[config.mk]
export PLATFORM = sky130hd
export DESIGN_NAME = imem_load_arbiter
export DESIGN_NICKNAME = d
export VERILOG_FILES = /design/src/rtl/imem_load_arbiter.sv
export SDC_FILE = /design/constraint.sdc
export NUM_CORES = 1
export LEC_CHECK = 0
export CAP_MARGIN = 20
export CELL_PAD_IN_SITES_DETAIL_PLACEMENT = 1
export CELL_PAD_IN_SITES_GLOBAL_PLACEMENT = 1
export CORE_ASPECT_RATIO = 1.1
export CORE_MARGIN = 1.5
export CORE_UTILIZATION = 25
export CTS_CLUSTER_DIAMETER = 80
export CTS_CLUSTER_SIZE = 40
export DETAILED_ROUTE_END_ITERATION = 16
export PLACE_DENSITY_LB_ADDON = 0.1
export SYNTH_ARGS = -nofsm -noshare
export SYNTH_HDL_FRONTEND = slang
export SYNTH_SLANG_ARGS = --single-unit
[constraint.sdc]
create_clock -name clk -period 5.1 [get_ports clk]
set_input_delay 0.765 -clock clk [delete_from_list [all_inputs] [get_ports clk]]
set_output_delay 0.765 -clock clk [all_outputs]
set_load 0.05 [all_outputs]
[src/rtl/imem_load_arbiter.sv]
// Arbitrates instruction memory between a boot loader (IDLE/LOAD) and CPU fetch (RUN).
// Combinational write/fetch path; the loader is throttled by ld_ready and the CPU is held by cpu_stall.
module imem_load_arbiter #(
    parameter int DEPTH = 1024,
    parameter int AW    = 10
) (
    input  logic          clk,
    input  logic          rst,
    input  logic          load_start,
    input  logic [AW:0]   ld_count,
    input  logic          ld_valid,
    input  logic [31:0]   ld_data,
    output logic          ld_ready,
    input  logic          run_req,
    input  logic          fetch_req,
    input  logic [31:0]   fetch_addr,
    output logic          fetch_gnt,
    output logic          cpu_stall,
    output logic          mem_we,
    output logic [AW-1:0] mem_addr,
    output logic [31:0]   mem_wdata,
    output logic          load_done,
    output logic          misalign
);

    typedef enum logic [1:0] {IDLE, LOAD, RUN} state_t;

    localparam logic [AW:0] DEPTH_W = (AW+1)'(DEPTH);

    state_t      state, state_nxt;
    logic [AW:0] wr_ptr;
    logic [AW:0] target;
    logic [AW:0] count_clamped;
    logic        load_acc;
    logic        last_wr;
    logic        misalign_set;
    logic        unused_fetch_bits;

    // Upper address bits are dropped so fetches wrap modulo DEPTH.
    assign unused_fetch_bits = ^{fetch_addr[31:AW+2]};

    assign count_clamped = (ld_count > DEPTH_W) ? DEPTH_W : ld_count;
    assign load_acc      = load_start && (state != LOAD);
    assign last_wr       = (state == LOAD) && ld_valid && (wr_ptr == target - 1'b1);
    assign misalign_set  = (state == RUN) && fetch_req && (fetch_addr[1:0] != 2'b00);

    always_ff @(posedge clk) begin
        if (rst) begin
            state <= IDLE;
        end else begin
            state <= state_nxt;
        end
    end

    always_comb begin
        state_nxt = state;
        ld_ready  = 1'b0;
        cpu_stall = 1'b1;
        fetch_gnt = 1'b0;
        mem_we    = 1'b0;
        mem_addr  = wr_ptr[AW-1:0];
        mem_wdata = ld_data;
        case (state)
            IDLE: begin
                if (load_start) begin
                    state_nxt = (count_clamped == '0) ? RUN : LOAD;
                end else if (run_req) begin
                    state_nxt = RUN;
                end
            end
            LOAD: begin
                ld_ready = 1'b1;
                mem_we   = ld_valid;
                if (last_wr) begin
                    state_nxt = RUN;
                end
            end
            RUN: begin
                cpu_stall = 1'b0;
                fetch_gnt = fetch_req;
                mem_addr  = fetch_addr[AW+1:2];
                if (load_start) begin
                    state_nxt = (count_clamped == '0) ? RUN : LOAD;
                end
            end
            default: state_nxt = IDLE;
        endcase
    end

    // A new load clears the sticky misalign flag even if the same cycle fetches misaligned.
    always_ff @(posedge clk) begin
        if (rst) begin
            wr_ptr    <= '0;
            target    <= '0;
            misalign  <= 1'b0;
            load_done <= 1'b0;
        end else begin
            load_done <= (load_acc && (count_clamped == '0)) || last_wr;
            if (load_acc) begin
                wr_ptr   <= '0;
                target   <= count_clamped;
                misalign <= 1'b0;
            end else begin
                if (mem_we) begin
                    wr_ptr <= wr_ptr + 1'b1;
                end
                if (misalign_set) begin
                    misalign <= 1'b1;
                end
            end
        end
    end

endmodule

==> results of run 1 <==
-- worst min path at each step --
stage                     cells past startpoint    endpoint  slack (ns)
after global routing                          2    misalign        0.46
after floorplan                               2  target[10]        0.45
after detailed placement                      2    misalign        0.44
after global placement                        2    misalign        0.43
final                                         2    misalign        0.45
after CTS                                     2    misalign        0.45
-- layout make-up --
cell class	instances	area, µm²
clock buffers	3	41.3
clock inverters	1	30.0
fillers	811	4570
inverters	7	26.3
multi-input cells	141	931
flip-flops and latches	26	520
well taps	82	103
repair buffers	45	448
-- worst min-delay path: cells and delay by family, from the launching register on --
family / cells / cell delay, ns
flops: 1 / 0.32
compound gates: 1 / 0.05
buf+inv: 1 / 0.05
-- power by group through the flow --
stage,Sequential [mW],Combinational [mW],Clock (mW)
after global placement,0.222,0.120,0
final,0.217,0.120,0.175
after detailed placement,0.222,0.120,0
after floorplan,0.220,0.143,0
after CTS,0.217,0.121,0.180
after global routing,0.218,0.131,0.187
-- cells in the final DEF (no fill, tap or decap), types with 2 or more instances in the layout --
cell type        netlist  routed
a21oi_1               10      10
a22o_1                 6       6
and3_1                 3       3
clkbuf_8               0       3
clkdlybuf4s50_1        0      44
dfxtp_1               26      26
ha_1                   2       2
inv_1                  7       7
mux2_2                10      10
mux2i_1                2       2
nand2_1               16      16
nand2b_1               3       3
nand3_1                8       8
nand4_1                3       3
nor2_1                18      18
nor3_1                 6       6
nor3b_1                3       3
nor4_1                 4       4
o2111ai_1              2       2
o21ai_0                9       9
or3_1                  4       4
xnor2_1                7       7
xor2_1                11      11
-- state kept, by name (all words and copies together) (netlist names) --
register and flops:
wr_ptr 11, state 2, load_done 1, target 11, misalign 1
-- per-stage QoR --
stage / worst slack (ns) / hold slack [ns] / util / power [mW] / area [µm²]
after global routing: 1.93 / 0.462 / 0.315 / 0.537 / 2100
after global placement: 1.95 / 0.434 / 0.303 / 0.342 / 2020
after detailed placement: 1.94 / 0.436 / 0.303 / 0.342 / 2020
after CTS: 1.63 / 0.451 / 0.314 / 0.518 / 2090
final: 1.99 / 0.447 / 0.315 / 0.512 / 2100
after floorplan: 3.00 / 0.449 / - / 0.362 / 1750
-- routing by layer --
| metal | wire length [µm] | global-route usage | vias up |
|---|---|---|---|
| met1 | 1950 | 0.155 | 654 |
| met4 | 50 | 0.0431 | 0 |
| met5 | 0 | 0 | - |
| met2 | 1900 | 0.186 | 47 |
| met3 | 263 | 0.0192 | 5 |
| li1 | - | - | 723 |
-- cell usage after synthesis, types with 2 or more instances --
master	number
buf_4	32
mux2i_1	2
nand2b_1	3
ha_1	2
and3_1	3
a22o_1	6
a21oi_1	10
nand3_1	8
or3_1	4
nand4_1	3
nor3_1	6
inv_1	7
nor2_1	18
dfxtp_1	26
mux2_2	10
o21ai_0	9
clkbuf_1	2
nor3b_1	3
nand2_1	16
xor2_1	11
nor4_1	4
xnor2_1	7
buf_2	2
o2111ai_1	2
-- logic make-up (layout without fill, tap and decap cells) --
group	Yosys count	in the layout	synth area share
simple gates	74	74	0.216
buf+inv	45	56	0.171
compound gates	35	35	0.136
flops	26	26	0.297
xor+xnor	18	18	0.0901
mux	12	12	0.0758
fa+ha+maj	2	2	0.0143
==> impl_metrics.toml, run 1 <==
[status]
status = "completed"

[place]
io_buffers = 44
post-dp-hpwl_um = 3280
place.gp.congestion = 0.693
dp_cells = 300

[grt]
grt_usage = 0.117
grt_pass1_wl_um = 6890
grt_max_degree = 16
antenna_found_initial = 0
overflow = 0
grt_pass1_vias = 1432

[setup_path]
worstSetupPathType = "input pin to primary output"
path_max_fanout = 7
cp.buffers_inverters = 3
cpPeakStageDelay_ns = 0.85
worstPathRequired_ns = 4.34
path_cells = "clkdlybuf4s50_1 > inv_1 > nor2_4 > clkdlybuf4s50_1"
worst_r2r_endpoint = "state[1]"
crit_path_end = "mem_we"
cp-end-kind = "primary output"
cp_common_cell = "clkdlybuf4s50_1"
r2r_slack_ns = 2.90
r2r-start = "target[0]"
ff2ff_path_depth = 8
worstSetupStartpoint = "ld_valid"
cp.arrival_ns = 2.34
cp.depth = 4
slowest_stage = "clkdlybuf4s50_1"
start_kind = "input pin"
critical-path-top-delay-family = "buffers and inverters"

[synth]
yosys.area.top_type = "dfxtp_1"
syn_area_um2 = 1750
synth_seq_cells = 26
synth_cells = 212
synth_nets = 295
ys.flop_type = "dfxtp_1"
yosysSeqAreaShare = 0.297
ys.warnings.count = 0
synth_top_area_share = 0.297
synth_edf_count = 0
yosysUniqueCellTypes = 40
async_flop_share = 0
avgSynthCellArea_um2 = 8.26
yosys-top-cells-area = "dfxtp_1 30%, buf_4 14%, mux2_2 6.4%, xor2_1 5.5%, nor2_1 3.9%"

[timing]
fin_tns_setup_ns = 0
hold_viol = 0
tightest_slew_ns = 0.697
skew_ns = 0.00578
min_period_ns = 3.11
maxSlewViolCount = 0
maxSlewHeadroom = 0.535
rsz0062_at_grt = "no"
fmax_mhz = 322
setup_violations = 0
period_share = 0.609

[clock_network]
ctsResizeCount = 0
cts_max_path_buffers = 2
root_buffer = "clkbuf_8"
clkTransAtPathRegs_ns = 0.09
h-tree-depth = 1
insertion_delay_ns = 0.28
hold_buffers = 0
cts_tree = "built"
clock_sinks = 26
post-cts-setup-buffers = 0
cts_buffers = 3

[power]
switching_share = 0.276
power_density_nw_per_um2 = 244
p_leak_nw = 0.771
vdd_ir_drop_max_v = 0.0000960
seqPwrFrac = 0.424
p_int_mw = 0.370
power_frac_clock = 0.342
combPwrFrac = 0.234
power.switching_mw = 0.142

[layout]
diodes = 0
stdcell_count = 305
area_growth_syn_to_layout_pct = 19.9
final_nets = 307
layout-drive-gt1-share = 0.0852

[route]
drc = 0
route.detailed.vias_per_inst = 4.69
dr.pass1.iters = 4
dr.first_iter.drc_count = 31
wl_per_cell_um = 13.7
wl_um = 4170
ant_nets = 0
num_vias = 1429

[die]
die_h_um = 90.8
rows = 31
num_io_pins = 129
die-area_um2 = 7510
core_area_um2 = 6670
die_x_um = 82.8
start_util = 0.262

[min_path]
hold_path.class = "flip-flop to flip-flop"
hold_start = "misalign"

[flow_run]
drv_cap = 0
(Power assumes the default switching activity.)
==> inputs of run 2 (changes only) <==
CORE_UTILIZATION = 21   (was 25)
clock period = 2.5 ns   (was 5.1 ns; I/O delays follow)
==> impl_metrics.toml, run 2 (synthesis results as in run 1) <==
[status]
status = "completed"

[clock_network]
clkTransAtPathRegs_ns = 0.10
cts_buffers = 3
clock_sinks = 26
ctsResizeCount = 0
cts_max_path_buffers = 2
insertion_delay_ns = 0.27
root_buffer = "clkbuf_8"
post-cts-setup-buffers = 0
h-tree-depth = 1
hold_buffers = 0
cts_tree = "built"

[die]
core_area_um2 = 8000
die_h_um = 98.8
num_io_pins = 129
die_x_um = 90.1
die-area_um2 = 8890
rows = 34
start_util = 0.219

[place]
place.gp.congestion = 0.671
pre_cts_ws_ns = 0.290
io_buffers = 44
post-dp-hpwl_um = 3680
place_area_um2 = 2060

[setup_path]
cp-end-kind = "primary output"
cpPeakStageDelay_ns = 0.80
slowest_stage = "clkdlybuf4s50_1"
path_cells = "nand2b_1 > inv_1 > clkdlybuf4s50_1"
cp.arrival_ns = 1.80
critical-path-top-delay-family = "buffers and inverters"
worstSetupPathType = "flip-flop to primary output"
worstPathRequired_ns = 2.12
path_max_fanout = 6
start_kind = "flip-flop"
cp.buffers_inverters = 2

[grt]
grt_usage = 0.107
antenna_found_initial = 0
grt_pass1_vias = 1566
grt_pass1_wl_um = 7800
overflow = 0
grt_max_degree = 14

[timing]
fin_ws_ns = 0.329
fin_tns_setup_ns = 0
fmax_mhz = 461
min_period_ns = 2.17
period_share = 0.869
hold_viol = 0
maxSlewViolCount = 0
setup_violations = 0
holdWs_ns = 0.452
rsz0062_at_grt = "no"
maxSlewHeadroom = 0.640
tightest_slew_ns = 0.540
skew_ns = 0.00375

[layout]
regArea_um2 = 520
largestRegisters = "target (11), wr_ptr (11), state (2)"
final_core_util = 0.263
multi_input_area_um2 = 931
layout_commonest_cell = "clkdlybuf4s50_1"
layout-drive-gt1-share = 0.151
final_nets = 310
area_growth_syn_to_layout_pct = 20.2
final_cell_mix = "31 x clkdlybuf4s50_1, 26 x dfxtp_1, 18 x nor2_1"
fill_cells = 995
diodes = 0
final_area_um2 = 2100

[route]
ant_nets = 0
wl_per_cell_um = 13.8
drc = 0
dr.pass1.iters = 4
wl_um = 4600
num_vias = 1449
dr.first_iter.drc_count = 20
route.detailed.vias_per_inst = 4.35

[power]
power_density_nw_per_um2 = 448
p_leak_nw = 0.797
vdd_ir_drop_max_v = 0.000175

[min_path]
hold_path.class = "flip-flop to flip-flop"

[flow_run]
drv_cap = 0
## run 2: per-layer routing
layer	global-route usage	vias to the layer above	share of wire
li1	-	731	-
met3	0.0216	2	0.061
met5	0	-	0
met4	0.0317	0	0.00087
met2	0.185	44	0.46
met1	0.133	672	0.48
## run 2: path summary, 6_finish.rpt
kind	from	end	slack (ns)	cells past startpoint
setup / recovery	state[1]	ld_ready	0.33	3
hold / removal	misalign	misalign	0.45	2
setup reg to reg	target[0]	state[1]	0.34	8
hold reg to reg	misalign	misalign	0.45	2
## run 2: metrics by stage
stage / power [mW] / std cells
after floorplan: 0.739 / 212
after global placement: 0.705 / 330
after detailed placement: 0.706 / 330
after CTS: 0.963 / 333
after global routing: 1.01 / 333
final: 0.943 / 333
## run 2: cell type report
| cell class | count | area share |
|---|---|---|
| clock buffers | 3 | 0.0196 |
| inverters | 7 | 0.0125 |
| multi-input cells | 141 | 0.442 |
| flip-flops and latches | 26 | 0.247 |
| well taps | 108 | 0.0642 |
| repair buffers | 48 | 0.214 |
## run 2: worst min-delay path: cells and delay by family, from the launching register on
kind | cells | cell delay (ns)
AOI/OAI and AO/OA | 1 | 0.05
buffers and inverters | 1 | 0.05
DFF | 1 | 0.32
## run 2: power by group
part	internal [mW]	switching (mW)	total (mW)
clock	0.108	0.142	0.251
sequential	0.427	0.0161	0.443
combinational	0.116	0.133	0.249
